## src/rtl/timer_pwm.sv

```systemverilog
// timer_pwm: memory-mapped 16-bit prescaled up-counter with overflow interrupt and PWM compare output
module timer_pwm #(
  parameter logic [15:0] RST_MAX = 16'hFFFF
) (
  input  logic        i_clk,
  input  logic        i_rst,
  input  logic [1:0]  i_memAddr,
  input  logic [15:0] i_memDataIn,
  input  logic        i_memWrEn,
  output logic [15:0] o_memDataOut,
  output logic        o_intTMR,
  output logic        o_pwm
);
  logic        en_q, en_d;
  logic [7:0]  psc_q, psc_d, pc_q, pc_d;
  logic [15:0] cnt_q, cnt_d, max_q, max_d, cmp_q, cmp_d;
  logic        int_q, int_d, pwm_q, pwm_d;
  logic        wr_ctl, wr_cnt, wr_max, wr_cmp, tick, at_max;
  always_comb begin
    wr_ctl = i_memWrEn && (i_memAddr == 2'b00);
    wr_cnt = i_memWrEn && (i_memAddr == 2'b01);
    wr_max = i_memWrEn && (i_memAddr == 2'b10);
    wr_cmp = i_memWrEn && (i_memAddr == 2'b11);
    tick   = en_q && (pc_q == psc_q);
    at_max = cnt_q >= max_q;
    en_d   = wr_ctl ? i_memDataIn[15] : en_q;
    psc_d  = wr_ctl ? i_memDataIn[7:0] : psc_q;
    pc_d   = (wr_ctl || tick || !en_q) ? 8'd0 : pc_q + 8'd1;
    // a CNT write wins over a coincident tick and suppresses its wrap
    cnt_d  = wr_cnt ? i_memDataIn : !tick ? cnt_q : at_max ? 16'd0 : cnt_q + 16'd1;
    max_d  = wr_max ? i_memDataIn : max_q;
    cmp_d  = wr_cmp ? i_memDataIn : cmp_q;
    int_d  = tick && at_max && !wr_cnt;
    pwm_d  = cnt_q < cmp_q;
  end
  always_ff @(posedge i_clk) begin
    if (i_rst) begin
      en_q  <= 1'b0;
      psc_q <= 8'd0;
      pc_q  <= 8'd0;
      cnt_q <= 16'd0;
      max_q <= RST_MAX;
      cmp_q <= 16'd0;
      int_q <= 1'b0;
      pwm_q <= 1'b0;
    end else begin
      en_q  <= en_d;
      psc_q <= psc_d;
      pc_q  <= pc_d;
      cnt_q <= cnt_d;
      max_q <= max_d;
      cmp_q <= cmp_d;
      int_q <= int_d;
      pwm_q <= pwm_d;
    end
  end
  always_comb begin
    o_memDataOut = (i_memAddr == 2'b00) ? {en_q, 7'd0, psc_q} :
                   (i_memAddr == 2'b01) ? cnt_q :
                   (i_memAddr == 2'b10) ? max_q : cmp_q;
  end
  assign o_intTMR = int_q;
  assign o_pwm    = pwm_q;
endmodule

```

## config.mk

```make
export PLATFORM = sky130hd
export DESIGN_NAME = timer_pwm
export DESIGN_NICKNAME = d
export VERILOG_FILES = /design/src/rtl/timer_pwm.sv
export SDC_FILE = /design/constraint.sdc
export NUM_CORES = 1
export LEC_CHECK = 0
export BUFFER_PORTS_ARGS = -buffer_cell sky130_fd_sc_hd__buf_2
export CAP_MARGIN = 0
export CORE_MARGIN = 2
export CORE_UTILIZATION = 35
export DETAILED_ROUTE_END_ITERATION = 8
export PLACE_DENSITY = 0.5
export RECOVER_POWER = 100
export SLEW_MARGIN = 5
export SYNTH_ARGS = -nofsm -noshare
export SYNTH_HDL_FRONTEND = slang
export SYNTH_SLANG_ARGS = --single-unit
```

## constraint.sdc

```tcl
create_clock -name i_clk -period 2.8 [get_ports i_clk]
set_input_delay 0.56 -clock i_clk [delete_from_list [all_inputs] [get_ports i_clk]]
set_output_delay 0.56 -clock i_clk [all_outputs]
set_load 0.005 [all_outputs]
```

==> metrics.md, run 1 <==
| Metric | Value |
|---|---|
| Outcome | finished with violations |
| Failing checks | DRC |
| Switching pwr | 0.000643 W |
| Wire length on met2 | 5270 um |
| Combinational Power Share | 13.2% |
| Sw Share | 26.0% |
| Clock power share | 45.5% |
| Routability congestion estimate | about 0.84 |
| YS warnings | 0 |
| Clk Latency, worst-skew pair | about 0.35 ns |
| Pin count of the biggest net entering global routing | 28 |
| Final Hold Vio Count | 0 |
| Setup crit start | i_memAddr[0] |
| Final critical-path setup slack | ~0.17 ns |
| Wire per inst | about 17 um |
| Die area | ~13,000 sq um |
| Reg2Reg Depth | 7 |
| Async S/R FF share, synth | 0% |
| Die Y-Extent | 113 um |
| Clock Tree Buf Depth | 2 |
| Io pins | 39 |
| Clk Tree Root Cell | clkbuf_16 |
| Most common library cell in the layout ignoring fill and taps | nand2_1 |
| Crit path max fanout | 10 |
| Initial DRT Pass Iterations | 6 |
| Initial core utilization | a little over a third |
| Htree depth | 3 |
| Internal power | 0.00183 W |
| Seq/Total Area, Yosys | between 30% and 40% |
| Max cap viols | 0 |
| Rel. slew slack | 26.7% |
| Synth Instances | 485 |
| R2r startpoint | cnt_q[2] |
| Core ar. | 11,500 sq um |
| RSZ-0062 raised after global routing | false |
| Clock slew at reported path FFs | 0.05 ns |
| Row cnt | 39 |
| Antenna-violating nets left | 0 |
| Final net count | ~590 |
| Wl on met1 | 5980 um |
| Vias after detailed routing | between 3,000 and 4,000 |
| Die Span X | 113 um |
| Worst slack, placed | about 0.30 ns |
| Peak VDD IR | approximately 0.00031 V |
| First-pass GRT wire length | 19,400 um |
| Initial antenna violation count | 0 |
| Hold Buf Count CTS | 0 |
| Critical path class | in -> out |
| Final Slew Violations | 0 |
| Worst-path cell chain | clkbuf_1 -> clkbuf_2 -> nor2b_1 -> buf_4 -> a22o_1 -> buf_2 |
| Post-synthesis cell area | roughly 4200 sq um |
| Worst setup SP type | input pin |
| Fmax | 381 MHz |
| Net count after synthesis | about 540 |
| Synth Flop Type | dfxtp_1 |
| Clock skew | ~0.0047 ns |
| Fin Setup TNS | 0 ns |
| Drt drc | 2 |
| Port bufs | 38 |
| Layout fillers | between 1,000 and 1,500 |
| Netlist cell types | 54 |
| Syn Area/Cell | around 8.6 sq um |
| Slew at the pin closest to its max-slew limit | 1.10 ns |
| Slowest cell on crit path | clkbuf_1 |
| CP arrival | roughly 2.1 ns |
| WP data required | about 2.2 ns |
| PwrDens | slightly above 500 nW/um^2 |
| Diodes inserted | 0 |
| Leak | ~2.1 nW |
| Hold depth | 2 |
| DR iter-0 viols | 170 |
| Routed WL | between 10,000 and 15,000 um |
| CTS tree | built |
| Commonest cells after routing, fill and taps aside | 69 x nand2_1, 67 x dfxtp_1, 46 x nor2_1 |
| CTS buffer count | 9 |
| Worst hold start | i_memDataIn[14] |
| Sequential share of power | about two fifths |
| Setup bufs post-CTS | 0 |
| DR WL met3 | about 450 um |
| DP Wirelength | between 8000 and 9000 um |
| Final period utilization | 93.8% |
| Non-Filler Instances | a little under 700 |
| Layout cell share with drive strength beyond 1 | around 17% |
| Via density | between 5 and 6 |
| Area grow syn2layout | 15.7% |
| Clk sink count | 67 |
| Overall global routing resource usage | about a fifth |
| Number of synthesized flops with an enable pin | 0 |
| Min Clock Period, post-route | between 2 and 3 ns |
| Cts repair resizes | 0 |
| CP endpoint kind | output pin |
| GRT overflow | 0 |
| Worst Hold Class | in -> reg |
| Highest routed layer | met4 |
| Placed insts | ~660 |
| Seq cells post-synth | 67 |
| Final Setup Violations | 0 |
| Max incr delay on CP | 0.51 ns |
| Number of global-route vias before repair | 3,615 |
-- sequential cells by signal (all words and copies together) (netlist names) --
register / count
cmp_q: 16
max_q: 16
pc_q: 8
en_q: 1
psc_q: 8
o_intTMR: 1
cnt_q: 16
o_pwm: 1
-- Yosys cell counts (3+ instances only) --
library cell	instances	area, sq um
nand3_1	11	55.1
nor2_1	46	173
buf_6	3	33.8
xor2_1	13	114
nand2_1	69	259
a22o_1	7	61.3
mux4_2	8	180
nand4_1	7	43.8
nor4_1	4	25.0
clkbuf_8	3	41.3
buf_1	4	15.0
nand2b_1	8	50.1
mux2_2	7	78.8
o21ai_1	5	25.0
a211o_1	22	193
a21oi_1	36	180
clkbuf_1	12	45.0
mux2i_1	10	100
a21o_1	3	22.5
a31oi_1	8	50.1
inv_1	34	128
nor3_1	4	20.0
o21ai_0	7	35.0
and2_1	7	43.8
and3_1	5	31.3
ha_1	33	413
a22oi_1	9	67.6
dfxtp_1	67	1340
-- power by group through the flow --
| stage | Sequential (W) | Clock [W] | Combinational, W |
|---|---|---|---|
| 5_1_grt | 0.00103 | 0.00120 | 0.000365 |
| 3_5_place_dp | 0.00104 | 0 | 0.000333 |
| 3_3_place_gp | 0.00104 | 0 | 0.000327 |
| 4_1_cts | 0.00102 | 0.00115 | 0.000334 |
| 6_report | 0.00102 | 0.00112 | 0.000326 |
| 2_1_floorplan | 0.00103 | 0 | 0.000214 |
-- cells by family after synthesis --
logic type | count (synthesis) | share of synthesized area [%]
flip-flops | 67 | 32.2
AO/OA/AOI/OAI | 106 | 17.5
AND/OR/NAND/NOR | 181 | 21.7
multiplexers | 26 | 9.24
buffers and inverters | 58 | 6.54
XOR/XNOR | 14 | 2.94
adder cells (fa/ha/maj) | 33 | 9.90
-- final cells by class --
cell class	count	area (sq um)	share of cell area, %
multi-input combinational	360	2560	53.0
clock inverter	1	5.00	0.104
timing repair buffer	60	329	6.82
tap	143	179	3.71
clock buffer	15	288	5.96
inverter	34	128	2.64
sequential	67	1340	27.8
-- per-stage QoR --
stage          area (sq um)  power (W)  util (%)  hold slack, ns
2_1_floorplan          4170    0.00125         -           0.442
3_3_place_gp           4560    0.00137      39.6           0.461
3_5_place_dp           4560    0.00137      39.6           0.463
4_1_cts                4860    0.00251      42.2           0.450
5_1_grt                4830    0.00259      41.9           0.449
6_report               4830    0.00247      41.9           0.459
-- critical path, delay by kind of cell --
family / cells / cell delay (ns)
AO/OA/AOI/OAI: 1 / 0.24
buffers and inverters: 4 / 1.18
AND/OR/NAND/NOR: 1 / 0.09
-- final timing paths --
check / to / slack (ns)
max: o_memDataOut[8] / 0.17
min: max_q[14] / 0.46
max reg2reg: cnt_q[7] / 0.31
min reg2reg: cmp_q[14] / 0.47
-- routing by layer --
layer	up-vias	track usage, %
li1	1808	-
met1	1701	27.0
met2	60	30.9
met3	11	5.46
met4	0	5.45
met5	-	0
Power figures use the tool's default switching activity.
==> inputs of run 2 (changes only) <==
Settings changed: TNS_END_PERCENT set to 30.
Clock period 2.8 ns to 2.6 ns, I/O delays scaled along.
==> run 2 against run 1 <==
Compared with the run above: sequential cell count stayed put; combinational power is 11% higher; clock power hardly changed; clock skew is 0.0019 ns higher; critical endpoint is now cnt_q[7]; final cell count is 0.74% higher; critical path depth is 1 higher; non-clock buffer count is 6 higher; via count is 1.1% higher; the flow still finishes with violations (DRC); die area stayed put; worst setup slack better by 0.019 ns.
==> metrics.md, run 2 (synthesis gave the netlist of run 1 again) <==
| Metric | Value |
|---|---|
| Outcome | finished with violations (unchanged) |
| Failing checks | DRC (unchanged) |
| Vias after detailed routing | 3,621 (was 3,580) |
| Final Slew Violations | 0 (unchanged) |
| Final Hold Vio Count | 0 (unchanged) |
| Largest registers | cmp_q x16, cnt_q x16, max_q x16 (unchanged) |
| WP data required | 2.87 ns (was 2.24 ns) |
| Switching pwr | 0.000676 W (was 0.000643 W) |
| Clock slew at reported path FFs | 0.05 ns (about the same) |
| Routed WL | 12,200 um (was 11,800 um) |
| First-pass GRT wire length | 19,800 um (was 19,400 um) |
| DR WL met3 | 428 um (was 447 um) |
| Max cap viols | 0 (unchanged) |
| Final net count | 592 (was 586) |
| Diodes inserted | 0 (unchanged) |
| Drt drc | 2 (unchanged) |
| Clk Latency, worst-skew pair | 0.34 ns (was 0.35 ns) |
| Leak | 2.07 nW (was 2.08 nW) |
| Overall global routing resource usage | 20.2% (was 19.8%) |
| Setup crit start | cnt_q[11] (was i_memAddr[0]) |
| Wire length on met2 | 5600 um (was 5270 um) |
| Pin count of the biggest net entering global routing | 23 (was 28) |
| Clock power share | 43.1% (was 45.5%) |
| Final Setup Violations | 0 (unchanged) |
| Layout fillers | 1,181 (was 1,224) |
| CP arrival | 2.68 ns (was 2.07 ns) |
| Wire per inst | 17.8 um (was 17.4 um) |
| Sequential share of power | 42.8% (was 41.3%) |
| Peak VDD IR | 0.000346 V (was 0.000315 V) |
| Fin Setup TNS | 0 ns (unchanged) |
| Die Y-Extent | 113 um (unchanged) |
| Fmax | 415 MHz |
| Initial DRT Pass Iterations | 6 (unchanged) |
| Clock Tree Buf Depth | 2 (unchanged) |
| CTS tree | built (unchanged) |
| Worst Hold Class | in -> reg (unchanged) |
| Via density | 5.29 (was 5.26) |
| Final period utilization | between 90% and 100% |
| Area grow syn2layout | 15.8% (was 15.7%) |
| Slew at the pin closest to its max-slew limit | 0.883 ns (was 1.10 ns) |
| Htree depth | 3 (unchanged) |
| CTS buffer count | 9 (unchanged) |
| PwrDens | 531 nW/um^2 (was 512 nW/um^2) |
| Worst hold slack | 0.429 ns (was 0.459 ns) |
| Sw Share | 26.4% (was 26.0%) |
| DR iter-0 viols | 190 (was 170) |
| DP Wirelength | 8990 um (was 8920 um) |
| Clk sink count | 67 (unchanged) |
| RSZ-0062 raised after global routing | false (unchanged) |
| Core ar. | 11,500 sq um (unchanged) |
| Die Span X | 113 um (unchanged) |
| Min Clock Period, post-route | between 2 and 2.5 ns |
| Most common library cell in the layout ignoring fill and taps | nand2_1 (unchanged) |
| R2r startpoint | cnt_q[11] (was cnt_q[2]) |
| Clk Tree Root Cell | clkbuf_16 (unchanged) |
| Internal power | 0.00189 W (was 0.00183 W) |
| Routability congestion estimate | 0.785 (was 0.840) |
| Port bufs | 38 (unchanged) |
| Die area | 12,800 sq um (unchanged) |
| Setup bufs post-CTS | 0 (unchanged) |
| Commonest cells after routing, fill and taps aside | 69 x nand2_1, 67 x dfxtp_1, 46 x nor2_1 (unchanged) |
| Number of global-route vias before repair | 3,575 (was 3,615) |
| GRT overflow | 0 (unchanged) |
| Row cnt | 39 (unchanged) |
| Rel. slew slack | 41.1% (was 26.7%) |
| Worst setup SP type | flip-flop (was input pin) |
| Highest routed layer | met4 (unchanged) |
| Initial core utilization | 36.2% (unchanged) |
| Antenna-violating nets left | 0 (unchanged) |
| Layout cell share with drive strength beyond 1 | 18.1% (was 17.3%) |
| Worst hold start | i_memDataIn[13] (was i_memDataIn[14]) |
| Crit path max fanout | 10 (unchanged) |
| Io pins | 39 (unchanged) |
| Initial antenna violation count | 0 (unchanged) |
| Critical path class | reg -> reg (was in -> out) |
| Wl on met1 | 6060 um (was 5980 um) |
| Clock skew | 0.00659 ns (was 0.00473 ns) |
| CP endpoint kind | flip-flop (was output pin) |
| Combinational Power Share | 14.1% (was 13.2%) |
==> run 2: final timing paths <==
check / endpoint / slack (ns) / cells after the start
worst min-delay path: max_q[13] / 0.43 / 2
worst min register to register: cmp_q[10] / 0.47 / 2
worst max register to register: cnt_q[7] / 0.19 / 7
worst max-delay path: cnt_q[7] / 0.19 / 7
==> run 2: critical path, stage by stage, from the launching register on <==
cell     delay (ns)
dfxtp_1        0.51
ha_1           0.32
and4_1         0.22
and2_2         0.21
nor4b_2        0.17
a221o_2        0.43
o31a_2         0.37
a31oi_1        0.11
==> run 2: per-layer routing <==
metal	GRT usage [%]	vias up
met3	5.03	11
li1	-	1824
met1	28.0	1722
met2	31.7	64
met4	4.80	0
met5	0	-
==> run 2: layout make-up <==
type | instances | area [sq um] | share of cell area, %
clock inverter | 2 | 12.5 | 0.259
timing repair buffer | 66 | 365 | 7.56
tap | 143 | 179 | 3.70
multi-input combinational | 360 | 2550 | 52.9
inverter | 34 | 128 | 2.64
clock buffer | 13 | 250 | 5.18
sequential | 67 | 1340 | 27.8
==> run 2: metrics by stage <==
| step | total power, W | util (%) | worst slack [ns] | std cells | cell area (sq um) |
|---|---|---|---|---|---|
| final | 0.00256 | 41.9 | 0.191 | 685 | 4830 |
| after global routing | 0.00269 | 41.9 | 0.0496 | 685 | 4830 |
| after CTS | 0.00261 | 42.3 | 0.0630 | 685 | 4870 |
| after detailed placement | 0.00149 | 40.0 | 0.0809 | 670 | 4610 |
| after global placement | 0.00148 | 40.0 | 0.0825 | 670 | 4610 |
| after floorplan | 0.00134 | - | 0.405 | 485 | 4170 |
==> run 2: power groups by stage <==
stage / registers [W] / logic [W] / clock network (W)
floorplan: 0.00111 / 0.000230 / 0
global placement: 0.00112 / 0.000362 / 0
detailed placement: 0.00112 / 0.000367 / 0
CTS: 0.00110 / 0.000369 / 0.00114
global route: 0.00110 / 0.000402 / 0.00119
finish: 0.00110 / 0.000361 / 0.00110
==> run 2: timing repair <==
item | in CTS | in global routing
endpoints found under the setup margin | 0 | 10
gates resized for setup | 0 | 2
hold buffers | 0 | 0
==> inputs of run 3 (changes only) <==
Settings changed: ABC_AREA set to 1.
Clock period 2.6 ns to 2.9 ns, I/O delays scaled along.
==> run 3 against run 2 <==
Compared with the run above: first-iteration DRC count grew 4.7%; critical path depth grew 1; routed wire length grew 6.0%; highest routed layer unchanged; via count grew 14%; global-route usage grew 0.81 points; sequential share of layout area shrank 0.32 points; final cell count grew 18%; the flow now finishes without violations; register-to-register slack gained 0.31 ns; critical path type is now in -> out.
==> metrics.md, run 3 <==
| Metric | Value |
|---|---|
| Hold Buf Count CTS | 0 (unchanged) |
| Antenna-violating nets left | 0 (unchanged) |
| Sw Share | 26.4% (about the same) |
| Netlist cell types | 34 (was 54) |
| Wire per inst | 16.0 um (was 17.8 um) |
| CTS tree | built (unchanged) |
| Sequential share of power | 39.0% (was 42.8%) |
| Die Y-Extent | 114 um (was 113 um) |
| Min Clock Period, post-route | 2.52 ns |
| WP data required | 2.32 ns (was 2.87 ns) |
| Seq cells post-synth | 67 (unchanged) |
| Core ar. | 12,000 sq um (was 11,500 sq um) |
| Ranking of synthesized cells by area | dfxtp_1 31%, nand2_1 12%, ha_1 9.7% (was dfxtp_1 32%, ha_1 9.9%, nand2_1 6.2%) |
| Io pins | 39 (unchanged) |
| Final Hold Vio Count | 0 (unchanged) |
| Largest area contributor in the netlist | dfxtp_1 (unchanged) |
| Via density | 5.09 (was 5.29) |
| Worst setup SP type | input pin (was flip-flop) |
| Row cnt | 40 (was 39) |
| Final Slew Violations | 0 (unchanged) |
| Final net count | 713 (was 592) |
| CTS buffer count | 9 (unchanged) |
| Outcome | complete, no violations (was finished with violations) |
| Highest routed layer | met4 (unchanged) |
| Die Span X | 114 um (was 113 um) |
| Slew at the pin closest to its max-slew limit | 1.18 ns (was 0.883 ns) |
| DP Wirelength | 9720 um (was 8990 um) |
| Largest registers | cmp_q x16, cnt_q x16, max_q x16 (unchanged) |
| Clock power share | 48.4% (was 43.1%) |
| Pin count of the biggest net entering global routing | 33 (was 23) |
| Async S/R FF share, synth | 0% (unchanged) |
| Internal power | 0.00187 W (was 0.00189 W) |
| Area grow syn2layout | 14.4% (was 15.8%) |
| Seq/Total Area, Yosys | 31.4% (was 32.2%) |
| Final critical-path setup slack | 0.379 ns (was 0.191 ns) |
| RSZ-0062 raised after global routing | false (unchanged) |
| Htree depth | 3 (unchanged) |
| Switching pwr | 0.000673 W (was 0.000676 W) |
| Cts repair resizes | 0 (unchanged) |
| Final Power | 0.00255 W (was 0.00256 W) |
| Clock Tree Buf Depth | 2 (unchanged) |
| Syn Area/Cell | 6.83 sq um (was 8.60 sq um) |
| Worst slack, placed | 0.510 ns (was 0.0809 ns) |
| PwrDens | 521 nW/um^2 (was 531 nW/um^2) |
| Layout cell share with drive strength beyond 1 | 10.5% (was 18.1%) |
| Fin Setup TNS | 0 ns (unchanged) |
| Rel. slew slack | 21.5% (was 41.1%) |
| Peak VDD IR | 0.000295 V (was 0.000346 V) |
| Worst hold start | cmp_q[0] (was i_memDataIn[13]) |
| Number of global-route vias before repair | 3,995 (was 3,575) |
| Top cell type's share of synthesized area | 31.4% (was 32.2%) |
| GRT overflow | 0 (unchanged) |
| Most common library cell in the layout ignoring fill and taps | nand2_1 (unchanged) |
| Fmax | 397 MHz |
| Vias after detailed routing | 4,131 (was 3,621) |
| Number of synthesized flops with an enable pin | 0 (unchanged) |
| Final core utilization | 40.9% (was 41.9%) |
| DR WL met3 | 421 um (was 428 um) |
| Initial core utilization | 35.7% (was 36.2%) |
| Drt drc | 0 (was 2) |
| Routed WL | 13,000 um (was 12,200 um) |
| Combinational Power Share | 12.6% (was 14.1%) |
| Critical path class | in -> out (was reg -> reg) |
| Die area | 13,100 sq um (was 12,800 sq um) |
| Routability congestion estimate | 0.874 (was 0.785) |
| First-pass GRT wire length | 21,100 um (was 19,800 um) |
| CP endpoint kind | output pin (was flip-flop) |
| Worst Hold Class | reg -> reg (was in -> reg) |
| Max incr delay on CP | 0.45 ns (was 0.51 ns) |
| Wl on met1 | 6510 um (was 6060 um) |
| Commonest cells in the synthesized netlist | 135 x nand2_1, 91 x inv_1, 67 x dfxtp_1 (was 69 x nand2_1, 67 x dfxtp_1, 46 x nor2_1) |
| Clock slew at reported path FFs | 0.05 ns (about the same) |
| DR iter-0 viols | 199 (was 190) |
| Max cap viols | 0 (unchanged) |
| Leak | 2.24 nW (was 2.07 nW) |
| Port bufs | 38 (unchanged) |
| R2r startpoint | max_q[15] (was cnt_q[11]) |
| Setup bufs post-CTS | 0 (unchanged) |
| Post-synthesis cell area | 4270 sq um (was 4170 sq um) |
| Final Setup Violations | 0 (unchanged) |
| Clk Tree Root Cell | clkbuf_16 (unchanged) |
| Clk Latency, worst-skew pair | 0.35 ns (was 0.34 ns) |
| Clock skew | 0.00644 ns (was 0.00659 ns) |
| Crit path max fanout | 17 (was 10) |
| Overall global routing resource usage | 21.0% (was 20.2%) |
| Diodes inserted | 0 (unchanged) |
| Worst-path cell chain | buf_2 -> inv_2 -> nor2_2 -> inv_4 -> nand2_1 -> o221ai_1 -> o21ai_0 -> clkbuf_1 (was ha_1 -> and4_1 -> and2_2 -> nor4b_2 -> a221o_2 -> o31a_2 -> a31oi_1) |
| Clk sink count | 67 (unchanged) |
| Commonest cells after routing, fill and taps aside | 135 x nand2_1, 92 x inv_1, 67 x dfxtp_1 (was 69 x nand2_1, 67 x dfxtp_1, 46 x nor2_1) |
| Net count after synthesis | 680 (was 539) |
| Setup crit start | i_memAddr[0] (was cnt_q[11]) |
| Wire length on met2 | 5700 um (was 5600 um) |
| Top-count cell post-synth | nand2_1 (unchanged) |
| Slowest cell on crit path | nor2_2 (was dfxtp_1) |
| Synth Flop Type | dfxtp_1 (unchanged) |
| CP arrival | 1.94 ns (was 2.68 ns) |
| Final period utilization | 86.9% |
| Synth Instances | 626 (was 485) |
| Initial DRT Pass Iterations | 4 (was 6) |
| YS warnings | 0 (unchanged) |
| Initial antenna violation count | 0 (unchanged) |
run 3: changes by cell type after synthesis, moves of 9 or more:
| cell | previous run | this run |
|---|---|---|
| a21oi_1 | 36 | 52 |
| inv_1 | 34 | 91 |
| nand2_1 | 69 | 135 |
| a211o_1 | 22 | 0 |
| a22oi_1 | 9 | 0 |
| o211ai_1 | 1 | 15 |
| o21ai_0 | 7 | 59 |
| nor2_1 | 46 | 32 |
| mux2i_1 | 10 | 0 |
| nand3_1 | 11 | 38 |
run 3: area by class of cell:
cell class,instances,area (sq um)
clock buffer,12,256
clock inverter,4,72.6
fill,1279,7070
timing repair buffer,45,240
multi-input combinational,435,2410
sequential,67,1340
tap,147,184
inverter,101,382
run 3: power groups by stage:
| stage | Sequential [W] | Combinational [W] | Clock, W |
|---|---|---|---|
| after global placement | 0.00101 | 0.000322 | 0 |
| after detailed placement | 0.00101 | 0.000326 | 0 |
| after CTS | 0.000994 | 0.000328 | 0.00126 |
| after global routing | 0.000998 | 0.000367 | 0.00129 |
| after floorplan | 0.00100 | 0.000210 | 0 |
| final | 0.000994 | 0.000321 | 0.00123 |
run 3: path summary, 6_finish.rpt:
path                          end  slack, ns  depth (start not counted)
setup / recovery  o_memDataOut[5]       0.38                          8
hold / removal           cmp_q[0]       0.49                          2
setup reg to reg        cnt_q[11]       0.50                          9
hold reg to reg          cmp_q[0]       0.49                          2
run 3: kinds of logic (layout without fill, tap and decap cells):
| logic type | after synthesis | in the layout | synth area share (%) |
|---|---|---|---|
| DFF | 67 | 67 | 31.4 |
| xor gates and xnor gates | 18 | 18 | 3.69 |
| AOI/OAI and AO/OA | 145 | 145 | 18.4 |
| buffers and inverters | 124 | 162 | 11.6 |
| adders and majority gates | 33 | 33 | 9.66 |
| and+or+nand+nor | 239 | 239 | 25.3 |
run 3: through the flow:
stage               instances  instance area (sq um)  hold WS (ns)
floorplan                 626                   4270         0.436
detailed placement        795                   4600         0.479
global placement          795                   4600         0.474
finish                    811                   4890         0.488
CTS                       811                   4930         0.482
global route              811                   4890         0.515
run 3: critical path: cells and delay by family:
kind            cells  cell delay (ns)
compound gates      2             0.24
buf+inv             4             0.50
simple gates        2             0.62
run 3: routing by layer:
| metal | up-vias | track usage, % |
|---|---|---|
| met5 | - | 0 |
| met2 | 87 | 32.8 |
| li1 | 2116 | - |
| met3 | 19 | 3.02 |
| met4 | 0 | 8.86 |
| met1 | 1909 | 28.9 |
